[src/rtl/ot_pkg.sv]
// Shared types for the colour box tracker: RGB565 field layout, report FSM states, box report record.
// Latency: n/a (types and a pure combinational helper only).
// Backpressure: n/a.
package ot_pkg;

    localparam int PIX_W = 16;
    localparam int R_W   = 5;
    localparam int G_W   = 6;
    localparam int B_W   = 5;
    localparam int R_LSB = 11;
    localparam int G_LSB = 5;
    localparam int B_LSB = 0;

    // Report fields are sized for the widest supported instance; narrower
    // instances zero-extend into them.
    localparam int BOX_XY_W  = 16;
    localparam int BOX_CNT_W = 32;

    typedef enum logic [1:0] {
        ST_IDLE,
        ST_ARMED,
        ST_FRAME,
        ST_REPORT
    } ot_state_t;

    typedef struct packed {
        logic [BOX_XY_W-1:0]  x_min;
        logic [BOX_XY_W-1:0]  x_max;
        logic [BOX_XY_W-1:0]  y_min;
        logic [BOX_XY_W-1:0]  y_max;
        logic [BOX_CNT_W-1:0] count;
        logic                 found;
    } box_rpt_t;

    // Inclusive per-channel window test; an inverted window (min > max) can never match.
    function automatic logic in_window(
        input logic [PIX_W-1:0] pix,
        input logic [R_W-1:0]   r_min,
        input logic [R_W-1:0]   r_max,
        input logic [G_W-1:0]   g_min,
        input logic [G_W-1:0]   g_max,
        input logic [B_W-1:0]   b_min,
        input logic [B_W-1:0]   b_max
    );
        logic [R_W-1:0] r;
        logic [G_W-1:0] g;
        logic [B_W-1:0] b;
        r = pix[R_LSB +: R_W];
        g = pix[G_LSB +: G_W];
        b = pix[B_LSB +: B_W];
        return (r >= r_min) && (r <= r_max) &&
               (g >= g_min) && (g <= g_max) &&
               (b >= b_min) && (b <= b_max);
    endfunction

endpackage

[src/rtl/ot_byte_packer.sv]
// Packs pairs of CMOS bytes into RGB565 pixels and delays the syncs to match.
// Latency: pixel valid one cycle after the edge sampling its second byte; syncs delayed one cycle.
// Backpressure: none; free-running stream, an odd trailing byte of a line is dropped.
module ot_byte_packer
    import ot_pkg::*;
#(
    parameter int BYTE_SWAP = 0
) (
    input  logic             core_clk,
    input  logic             arst_n,
    input  logic             href,
    input  logic             vsync,
    input  logic [7:0]       byte_dat,
    output logic [PIX_W-1:0] pix_dat,
    output logic             pix_vld,
    output logic             href_dly,
    output logic             vsync_dly
);

    logic       phase;
    logic [7:0] held_byte;

    // Byte-phase tracking, first-byte hold, pixel assembly and sync delay.
    always_ff @(posedge core_clk or negedge arst_n) begin
        if (!arst_n) begin
            phase     <= 1'b0;
            held_byte <= '0;
            pix_dat   <= '0;
            pix_vld   <= 1'b0;
            href_dly  <= 1'b0;
            vsync_dly <= 1'b0;
        end else begin
            href_dly  <= href;
            vsync_dly <= vsync;
            pix_vld   <= href & phase;
            phase     <= href ? ~phase : 1'b0;
            if (href && !phase) begin
                held_byte <= byte_dat;
            end
            if (href && phase) begin
                pix_dat <= (BYTE_SWAP != 0) ? {byte_dat, held_byte} : {held_byte, byte_dat};
            end
        end
    end

endmodule

[src/rtl/ot_color_box_tracker.sv]
// Colour-window pixel marker with per-frame bounding box / match count report.
// Latency: pixel outputs one cycle after packer output; report strobe the cycle after vsync is first seen high.
// Backpressure: none; stream in, report strobe out, report fields hold until the next report.
module ot_color_box_tracker
    import ot_pkg::*;
#(
    parameter int X_W       = 11,
    parameter int Y_W       = 11,
    parameter int CNT_W     = 20,
    parameter int BYTE_SWAP = 0,
    parameter int MIN_COUNT = 64
) (
    input  logic             i_cmos_pclk_gbuf,
    input  logic             i_rst_n,
    input  logic             i_cmos_vsync_delay,
    input  logic             i_cmos_href_delay,
    input  logic [7:0]       i_cmos_d_delay,
    input  logic [R_W-1:0]   i_r_min,
    input  logic [R_W-1:0]   i_r_max,
    input  logic [G_W-1:0]   i_g_min,
    input  logic [G_W-1:0]   i_g_max,
    input  logic [B_W-1:0]   i_b_min,
    input  logic [B_W-1:0]   i_b_max,
    output logic             o_vsync,
    output logic             o_href,
    output logic [PIX_W-1:0] o_pix,
    output logic             o_pix_en,
    output logic             o_mask,
    output logic [X_W-1:0]   o_x,
    output logic [Y_W-1:0]   o_y,
    output logic             o_box_valid,
    output logic [X_W-1:0]   o_x_min,
    output logic [X_W-1:0]   o_x_max,
    output logic [Y_W-1:0]   o_y_min,
    output logic [Y_W-1:0]   o_y_max,
    output logic [CNT_W-1:0] o_count,
    output logic             o_found
);

    logic [PIX_W-1:0] pk_pix;
    logic             pk_vld;
    logic             pk_href;
    logic             pk_vsync;

    ot_byte_packer #(.BYTE_SWAP(BYTE_SWAP)) u_packer (
        .core_clk  (i_cmos_pclk_gbuf),
        .arst_n    (i_rst_n),
        .href      (i_cmos_href_delay),
        .vsync     (i_cmos_vsync_delay),
        .byte_dat  (i_cmos_d_delay),
        .pix_dat   (pk_pix),
        .pix_vld   (pk_vld),
        .href_dly  (pk_href),
        .vsync_dly (pk_vsync)
    );

    // pk_vsync is the raw vsync one cycle late, so it doubles as the edge-detect history.
    logic vsync_rise, vsync_fall, line_fall, frame_rise;
    assign vsync_rise = i_cmos_vsync_delay & ~pk_vsync;
    assign vsync_fall = ~i_cmos_vsync_delay & pk_vsync;
    // Coordinate edges are taken in the packer-output timeline so trailing pixels are counted first.
    assign line_fall  = ~pk_href & o_href;
    assign frame_rise = pk_vsync & ~o_vsync;

    logic [R_W-1:0] r_min_s, r_max_s;
    logic [G_W-1:0] g_min_s, g_max_s;
    logic [B_W-1:0] b_min_s, b_max_s;

    // Window snapshot at frame start so a frame is judged against one consistent window.
    always_ff @(posedge i_cmos_pclk_gbuf or negedge i_rst_n) begin
        if (!i_rst_n) begin
            {r_min_s, r_max_s, g_min_s, g_max_s, b_min_s, b_max_s} <= '0;
        end else if (vsync_fall) begin
            {r_min_s, r_max_s, g_min_s, g_max_s, b_min_s, b_max_s} <=
                {i_r_min, i_r_max, i_g_min, i_g_max, i_b_min, i_b_max};
        end
    end

    logic win_ok;
    assign win_ok = in_window(pk_pix, r_min_s, r_max_s, g_min_s, g_max_s, b_min_s, b_max_s);

    logic [X_W-1:0] x_cnt;
    logic [Y_W-1:0] y_cnt;
    logic           line_has_pix;

    // Column/row counters; rows only advance for lines that actually produced a pixel.
    always_ff @(posedge i_cmos_pclk_gbuf or negedge i_rst_n) begin
        if (!i_rst_n) begin
            x_cnt        <= '0;
            y_cnt        <= '0;
            line_has_pix <= 1'b0;
        end else begin
            if (pk_vld) begin
                x_cnt <= x_cnt + X_W'(1);
            end else if (!pk_href) begin
                x_cnt <= '0;
            end
            if (frame_rise) begin
                y_cnt        <= '0;
                line_has_pix <= 1'b0;
            end else if (line_fall && line_has_pix) begin
                y_cnt        <= y_cnt + Y_W'(1);
                line_has_pix <= 1'b0;
            end else if (pk_vld) begin
                line_has_pix <= 1'b1;
            end
        end
    end

    // Registered pixel stream outputs with syncs aligned to o_pix_en.
    always_ff @(posedge i_cmos_pclk_gbuf or negedge i_rst_n) begin
        if (!i_rst_n) begin
            o_pix    <= '0;
            o_pix_en <= 1'b0;
            o_mask   <= 1'b0;
            o_x      <= '0;
            o_y      <= '0;
            o_href   <= 1'b0;
            o_vsync  <= 1'b0;
        end else begin
            o_pix_en <= pk_vld;
            o_mask   <= pk_vld & win_ok;
            o_href   <= pk_href;
            o_vsync  <= pk_vsync;
            if (pk_vld) begin
                o_pix <= pk_pix;
                o_x   <= x_cnt;
                o_y   <= y_cnt;
            end
        end
    end

    ot_state_t state, state_nx;
    logic      rpt_fire;
    logic      acc_en;
    assign acc_en = (state == ST_ARMED) || (state == ST_FRAME);

    // Report sequencing: arm at the first frame start, report on each vsync rise thereafter.
    always_ff @(posedge i_cmos_pclk_gbuf or negedge i_rst_n) begin
        if (!i_rst_n) begin
            state <= ST_IDLE;
        end else begin
            state <= state_nx;
        end
    end

    // Next-state and report-fire decode.
    always_comb begin
        state_nx = state;
        rpt_fire = 1'b0;
        case (state)
            ST_IDLE: begin
                if (vsync_fall) state_nx = ST_ARMED;
            end
            ST_ARMED: begin
                if (vsync_rise) begin
                    state_nx = ST_REPORT;
                    rpt_fire = 1'b1;
                end else if (i_cmos_href_delay) begin
                    state_nx = ST_FRAME;
                end
            end
            ST_FRAME: begin
                if (vsync_rise) begin
                    state_nx = ST_REPORT;
                    rpt_fire = 1'b1;
                end
            end
            ST_REPORT: state_nx = ST_ARMED;
            default:   state_nx = ST_IDLE;
        endcase
    end

    logic [X_W-1:0]   acc_x_min, acc_x_max, nx_x_min, nx_x_max;
    logic [Y_W-1:0]   acc_y_min, acc_y_max, nx_y_min, nx_y_max;
    logic [CNT_W-1:0] acc_count, nx_count;
    logic             hit;
    assign hit = pk_vld & win_ok & acc_en;

    // Accumulator next value, so a pixel landing on the report edge is still included.
    always_comb begin
        nx_x_min = acc_x_min;
        nx_x_max = acc_x_max;
        nx_y_min = acc_y_min;
        nx_y_max = acc_y_max;
        nx_count = acc_count;
        if (hit) begin
            if (x_cnt < acc_x_min) nx_x_min = x_cnt;
            if (x_cnt > acc_x_max) nx_x_max = x_cnt;
            if (y_cnt < acc_y_min) nx_y_min = y_cnt;
            if (y_cnt > acc_y_max) nx_y_max = y_cnt;
            if (acc_count != '1)   nx_count = acc_count + CNT_W'(1);
        end
    end

    // Accumulator held empty outside a frame, which also clears it in the report cycle.
    always_ff @(posedge i_cmos_pclk_gbuf or negedge i_rst_n) begin
        if (!i_rst_n) begin
            acc_x_min <= '1;
            acc_x_max <= '0;
            acc_y_min <= '1;
            acc_y_max <= '0;
            acc_count <= '0;
        end else if (!acc_en) begin
            acc_x_min <= '1;
            acc_x_max <= '0;
            acc_y_min <= '1;
            acc_y_max <= '0;
            acc_count <= '0;
        end else begin
            acc_x_min <= nx_x_min;
            acc_x_max <= nx_x_max;
            acc_y_min <= nx_y_min;
            acc_y_max <= nx_y_max;
            acc_count <= nx_count;
        end
    end

    box_rpt_t rpt_q;

    // Report latch; an empty frame reports an all-zero box.
    always_ff @(posedge i_cmos_pclk_gbuf or negedge i_rst_n) begin
        if (!i_rst_n) begin
            rpt_q <= '0;
        end else if (rpt_fire) begin
            if (nx_count == '0) begin
                rpt_q <= '0;
            end else begin
                rpt_q.x_min <= BOX_XY_W'(nx_x_min);
                rpt_q.x_max <= BOX_XY_W'(nx_x_max);
                rpt_q.y_min <= BOX_XY_W'(nx_y_min);
                rpt_q.y_max <= BOX_XY_W'(nx_y_max);
                rpt_q.count <= BOX_CNT_W'(nx_count);
                rpt_q.found <= BOX_CNT_W'(nx_count) >= BOX_CNT_W'(MIN_COUNT);
            end
        end
    end

    assign o_box_valid = (state == ST_REPORT);
    assign o_x_min     = rpt_q.x_min[X_W-1:0];
    assign o_x_max     = rpt_q.x_max[X_W-1:0];
    assign o_y_min     = rpt_q.y_min[Y_W-1:0];
    assign o_y_max     = rpt_q.y_max[Y_W-1:0];
    assign o_count     = rpt_q.count[CNT_W-1:0];
    assign o_found     = rpt_q.found;

    // Report field bits above the instance widths are always zero; folded here so they count as read.
    logic unused_rpt_bits;
    assign unused_rpt_bits = ^rpt_q;

endmodule

[config.mk]
export PLATFORM = sky130hd
export DESIGN_NAME = ot_color_box_tracker
export DESIGN_NICKNAME = d
export VERILOG_FILES = /design/src/rtl/ot_pkg.sv /design/src/rtl/ot_byte_packer.sv /design/src/rtl/ot_color_box_tracker.sv
export SDC_FILE = /design/constraint.sdc
export NUM_CORES = 1
export LEC_CHECK = 0
export CORE_MARGIN = 5
export CORE_UTILIZATION = 55
export DETAILED_ROUTE_END_ITERATION = 10
export HOLD_SLACK_MARGIN = 0.02
export PLACE_DENSITY_LB_ADDON = 0.3
export SLEW_MARGIN = 30
export SYNTH_ARGS = -nofsm -noshare
export SYNTH_HDL_FRONTEND = slang
export SYNTH_SLANG_ARGS = --single-unit
[constraint.sdc]
create_clock -name i_cmos_pclk_gbuf -period 4.4 [get_ports i_cmos_pclk_gbuf]
set_input_delay 1.32 -clock i_cmos_pclk_gbuf [delete_from_list [all_inputs] [get_ports i_cmos_pclk_gbuf]]
set_output_delay 1.32 -clock i_cmos_pclk_gbuf [all_outputs]
set_load 0.01 [all_outputs]
==> results_dict.tcl, run 1 <==
set metrics [dict create \
    clock-root-buffer "clkbuf_16" \
    cts_made_buffers 27 \
    drt_iter0_drc 458 \
    clock_power_share_pct 30.9 \
    dieArea_sq_um 26100 \
    wirelength_um 28000 \
    synth.area.top_cells "dfrtp_1, ha_1, mux2_2, dfstp_2, mux2i_1" \
    via_count 8884 \
    rows 55 \
    grt_pass1_vias 9285 \
    hold_viol_final 0 \
    die_y_um 161.6 \
    grt_overflow 0 \
    min_path_type "reg -> reg" \
    h-tree-depth 1 \
    rsz0062_at_grt "false" \
    run_status "finished clean" \
    maxCapViolCount 0 \
    cts_resized 0 \
    relSlewSlack_pct 43.58 \
    core_area_sq_um 22640 \
    ys_seq_area_share_pct 50.93 \
    yosysUniqueCellTypes 60 \
    place_area_sq_um 14430 \
    final_cell_mix "dfrtp_1, clkdlybuf4s50_1, nor2_1" \
    slew_viol_final 0 \
    cts_tree "built" \
    worstPathArrival_ns 3.96 \
    port_buffers 151 \
    start_kind "flip-flop" \
    final_area_sq_um 15320 \
    p_int_uw 5071 \
    yosysTopAreaCellShare_pct 46.35 \
    hpwlAfterDp_um 19390 \
    grtUsageTotal_pct 21.84 \
    antenna_found_initial 0 \
    netSwitchingPower_uw 2352 \
    cpPeakStageDelay_ns 0.53 \
    cts.sinks 256 \
    antenna_left 0 \
    grt_pass1_wl_um 47200 \
    viasPerCell 5.532 \
    die_w_um 161.6 \
    initial_core_util_pct 55.80 \
    area_delta_synth_final_pct 21.28 \
    place.gp.congestion 0.8698 \
    max_freq_ghz 0.2788 \
    setup_tns_ns 0 \
    cts.clk_slew.worst_paths_ns 0.06 \
    seqPwrFrac_pct 40.1 \
    powerDensity_nw_per_um2 484.5 \
    drc 0 \
    cp_top_family "compound AO/OA/AOI/OAI gates" \
    io-pin-count 152 \
    hold_buffers 0 \
    required_ns 4.78 \
    async_flop_share_pct 100.0 \
    slowest_stage "a2111o_4" \
    drive_gt1_share_pct 15.97 \
    synth_fp_nets 1288 \
    critPathMaxFanout 44 \
    syn_area_sq_um 12630 \
    synth_area_per_cell_sq_um 10.86 \
    cts_setup_buffers 0 \
    crit_buf_inv 1 \
    wire_per_inst_um 17.43 \
    p_leak_uw 0.007039 \
    post-route-period-util_pct 81.50 \
    synthFlopType "dfrtp_1" \
    firstDrtPassIters 5 \
    clk_latency_ns 0.54 \
    synth_warnings 0 \
    pwr-share-comb_pct 29.1 \
    finalSetupViolCount 0 \
    ys_ff_latch 256 \
    cp_cell_sequence "ha_1, o21ai_1, a21oi_1, o31a_1, a2111o_4, nor3_1, mux2i_1, o211ai_1, a2111oi_4, buf_12, a211oi_1" \
    nNetsFinal 1426 \
    swShare_pct 31.68 \
    ir_drop_mv 0.3047 \
    antenna_cells 0 \
    tightest_slew_ns 0.8431 \
    yosys.area.top_type "dfrtp_1" \
    synth-edff-count 0 \
    cp-end-kind "flip-flop" \
    skew_ns 0.02301 \
    synth_cells 1163 \
    layout_min_cycle_time_ns 3.586 \
    clock_path_buffers 3 \
    grt_start_max_net_pins 98 \
    criticalPathCategory "reg -> reg" \
    layout_commonest_cell "dfrtp_1" \
]
## sequential cells by signal, indices dropped and copies added (netlist names), 6 cells and up
register            flops
o_pix                  16
acc_x_min              11
x_cnt                  11
o_x_min                11
acc_y_max              11
o_count                20
g_max_s                 6
o_x                    11
o_y_max                11
o_y                    11
acc_count              20
u_packer.pix_dat       16
y_cnt                  11
o_y_min                11
acc_y_min              11
acc_x_max              11
o_x_max                11
u_packer.held_byte      8
g_min_s                 6
## Yosys cell counts (all sizes together) (15+ instances only)
master,n
dfrtp,234
nor2,121
nand2,115
inv,82
ha,81
o21ai,76
mux2,66
mux2i,53
a211oi,47
clkbuf,44
nand3,27
dfstp,22
nand4,22
a21oi,21
xor2,18
xnor2,15
## through the flow
stage | utilization [%] | hold slack, ns | setup WS (ns) | power [uW] | instances
2_1_floorplan | - | 0.3519 | 1.158 | 4205 | 1163
3_5_place_dp | 63.72 | 0.4348 | 0.3396 | 5173 | 1557
3_3_place_gp | 63.72 | 0.4019 | 0.4491 | 5117 | 1557
4_1_cts | 67.67 | 0.4490 | 0.7775 | 7507 | 1606
5_1_grt | 67.68 | 0.4685 | 0.5304 | 7829 | 1606
6_report | 67.68 | 0.4584 | 0.8138 | 7423 | 1606
## area by class of cell
class                   count  area, sq um
clock buffers              33        728.2
clock inverters            16        165.2
fillers                  1691         7318
inverters                  83        311.5
multi-input cells         767         5647
flip-flops and latches    256         6435
well taps                 285        356.6
repair buffers            166         1679
## power groups by stage
stage                     sequential [uW]  combinational [uW]  clock (uW)
after global placement               3010                2110           0
after global routing                 3010                2370        2450
after CTS                            2980                2180        2350
final                                2970                2160        2290
after floorplan                      3060                1140           0
after detailed placement             3010                2160           0
## final timing paths
check	startpoint	end	slack, ns	cells past startpoint
max in group asynchronous	i_rst_n	o_count[18]	2.65	2
setup / recovery	u_packer.pix_dat[13]	o_x_max[10]	0.81	11
hold reg to reg	u_packer.vsync_dly	o_vsync	0.46	0
min in group asynchronous	i_rst_n	o_y_min[4]	0.81	1
setup reg to reg	u_packer.pix_dat[13]	o_x_max[10]	0.81	11
hold / removal	u_packer.vsync_dly	o_vsync	0.46	0
## cell families after synthesis
family	count (synthesis)	synth area share, %
adders and majority gates	81	8.022
AOI/OAI and AO/OA	194	11.83
and+or+nand+nor	340	12.33
buffers and inverters	140	4.526
xor gates and xnor gates	33	2.288
muxes	119	10.08
DFF	256	50.93
## layer usage
| metal | global-route usage (%) | part of all wire (%) | vias up |
|---|---|---|---|
| met5 | 0 | 0 | - |
| met4 | 6.708 | 2.8 | 0 |
| met1 | 29.16 | 44 | 4364 |
| met2 | 37.08 | 49 | 178 |
| met3 | 3.292 | 4.1 | 52 |
| li1 | - | - | 4290 |
Note: power is estimated with default switching activity, not from simulation.
==> inputs of run 2 (changes only) <==
==> constraint.sdc (replaced) <==
create_clock -name i_cmos_pclk_gbuf -period 3.72 [get_ports i_cmos_pclk_gbuf]
set_input_delay 1.116 -clock i_cmos_pclk_gbuf [delete_from_list [all_inputs] [get_ports i_cmos_pclk_gbuf]]
set_output_delay 1.116 -clock i_cmos_pclk_gbuf [all_outputs]
set_load 0.01 [all_outputs]
==> results_dict.tcl, run 2 (synthesis results as in run 1) <==
set metrics [dict create \
    run_status "finished clean" \
    start_kind "flip-flop" \
    fin_hold_ws_ns 0.4740 \
    port_buffers 151 \
    skew_ns 0.01799 \
    initial_core_util_pct 55.80 \
    clk_latency_ns 0.53 \
    h-tree-depth 1 \
    max_freq_ghz 0.2795 \
    hold_viol_final 0 \
    worst_r2r_endpoint "o_y_max[10]" \
    tightest_slew_ns 0.9168 \
    nNetsFinal 1447 \
    finalSetupViolCount 0 \
    grtUsageTotal_pct 22.57 \
    core_area_sq_um 22640 \
    antenna_left 0 \
    p_int_uw 6239 \
    fin_util_pct 68.80 \
    dieArea_sq_um 26100 \
    io-pin-count 152 \
    firstDrtPassIters 4 \
    slew_viol_final 0 \
    antenna_found_initial 0 \
    cts.sinks 256 \
    drt_iter0_drc 599 \
    clock-root-buffer "clkbuf_16" \
    drive_gt1_share_pct 17.44 \
    swShare_pct 31.09 \
    post-route-period-util_pct 96.19 \
    place.gp.congestion 0.9015 \
    wire_per_inst_um 17.81 \
    viasPerCell 5.596 \
    rows 55 \
    area_delta_synth_final_pct 23.29 \
    holdCritStartpoint "u_packer.vsync_dly" \
    cts_made_buffers 27 \
    p_leak_uw 0.007192 \
    layout_setup_ws_ns 0.1418 \
    p_total_uw 9054 \
    grt_start_max_net_pins 72 \
    min_path_cells 0 \
    required_ns 4.10 \
    cp-end-kind "flip-flop" \
    criticalPathCategory "reg -> reg" \
    worstPathArrival_ns 3.96 \
    hold_end "o_vsync" \
    seqPwrFrac_pct 38.8 \
    cts_tree "built" \
    netSwitchingPower_uw 2815 \
    powerDensity_nw_per_um2 581.3 \
    cts.clk_slew.worst_paths_ns 0.06 \
    pwr-share-comb_pct 28.8 \
    drc 0 \
    grt_overflow 0 \
    critPathMaxFanout 22 \
    place_area_sq_um 14570 \
    r2r_setup_slack_ns 0.14 \
    final_cell_mix "dfrtp_1, clkdlybuf4s50_1, nor2_1" \
    final_area_sq_um 15580 \
    maxCapViolCount 0 \
    min_path_type "reg -> reg" \
    hpwlAfterDp_um 19840 \
    via_count 9105 \
    clock_power_share_pct 32.4 \
    ir_drop_mv 0.3710 \
    antenna_cells 0 \
    layout_commonest_cell "dfrtp_1" \
    reg2regPathDepth 12 \
    clock_path_buffers 3 \
    die_w_um 161.6 \
    grt_pass1_wl_um 48920 \
    die_y_um 161.6 \
    dp_slack_ns 0.2059 \
    hold_buffers 0 \
    layout_min_cycle_time_ns 3.578 \
    grt_pass1_vias 9634 \
    relSlewSlack_pct 38.65 \
    reg2reg_from "u_packer.pix_dat[13]" \
    wirelength_um 28980 \
]
## run 2: how the worst max path moves through the flow
stage	slack [ns]	cells past startpoint	startpoint	to
after floorplan	0.48	11	u_packer.pix_dat[13]	o_x_min[0]
after global placement	0.26	11	u_packer.pix_dat[13]	o_x_max[10]
after detailed placement	0.21	11	u_packer.pix_dat[13]	o_y_min[10]
after CTS	0.17	11	u_packer.pix_dat[13]	o_x_min[8]
after global routing	-0.01	12	u_packer.pix_dat[2]	o_y_min[5]
final	0.14	12	u_packer.pix_dat[13]	o_y_max[10]
## run 2: metal layers
layer  global-route usage [%]  vias to the layer above  share of wire [%]
met3                    2.679                       60                3.9
met2                    38.48                      204                 49
li1                         -                     4320                  -
met5                        0                        -                  0
met1                    30.30                     4521                 44
met4                    7.367                        0                3.4
## run 2: layout make-up
cell class	instances	area, sq um
fillers	1682	7064
flip-flops and latches	256	6435
multi-input cells	767	5647
repair buffers	187	1849
clock buffers	35	775.7
well taps	285	356.6
inverters	83	311.5
clock inverters	14	201.4
## run 2: critical path, stage by stage (launching register included)
cell,delay (ns)
dfrtp_1,0.42
ha_1,0.32
nand2_1,0.06
o21ai_0,0.21
a31oi_1,0.14
a2111o_4,0.57
nor2_4,0.31
nand4_1,0.13
a211o_1,0.38
a2111oi_4,0.32
buf_4,0.20
buf_8,0.25
a211oi_1,0.08
## run 2: timing repair
item,CTS,global route
setup buffers,0,1
endpoints found under the setup margin,0,23
gates resized for setup,0,3
## run 2: power by group through the flow
stage               Combinational (uW)  Clock (uW)  Sequential, uW
global placement                  2530           0            3540
floorplan                         1350           0            3620
detailed placement                2590           0            3560
finish                            2610        2930            3510
global route                      2880        3100            3560
CTS                               2620        2980            3520
## run 2: per-stage QoR
step           instances  setup TNS [ns]
6_report            1627               0
5_1_grt             1627        -0.04587
4_1_cts             1625               0
3_5_place_dp        1576               0
2_1_floorplan       1163               0
3_3_place_gp        1576               0
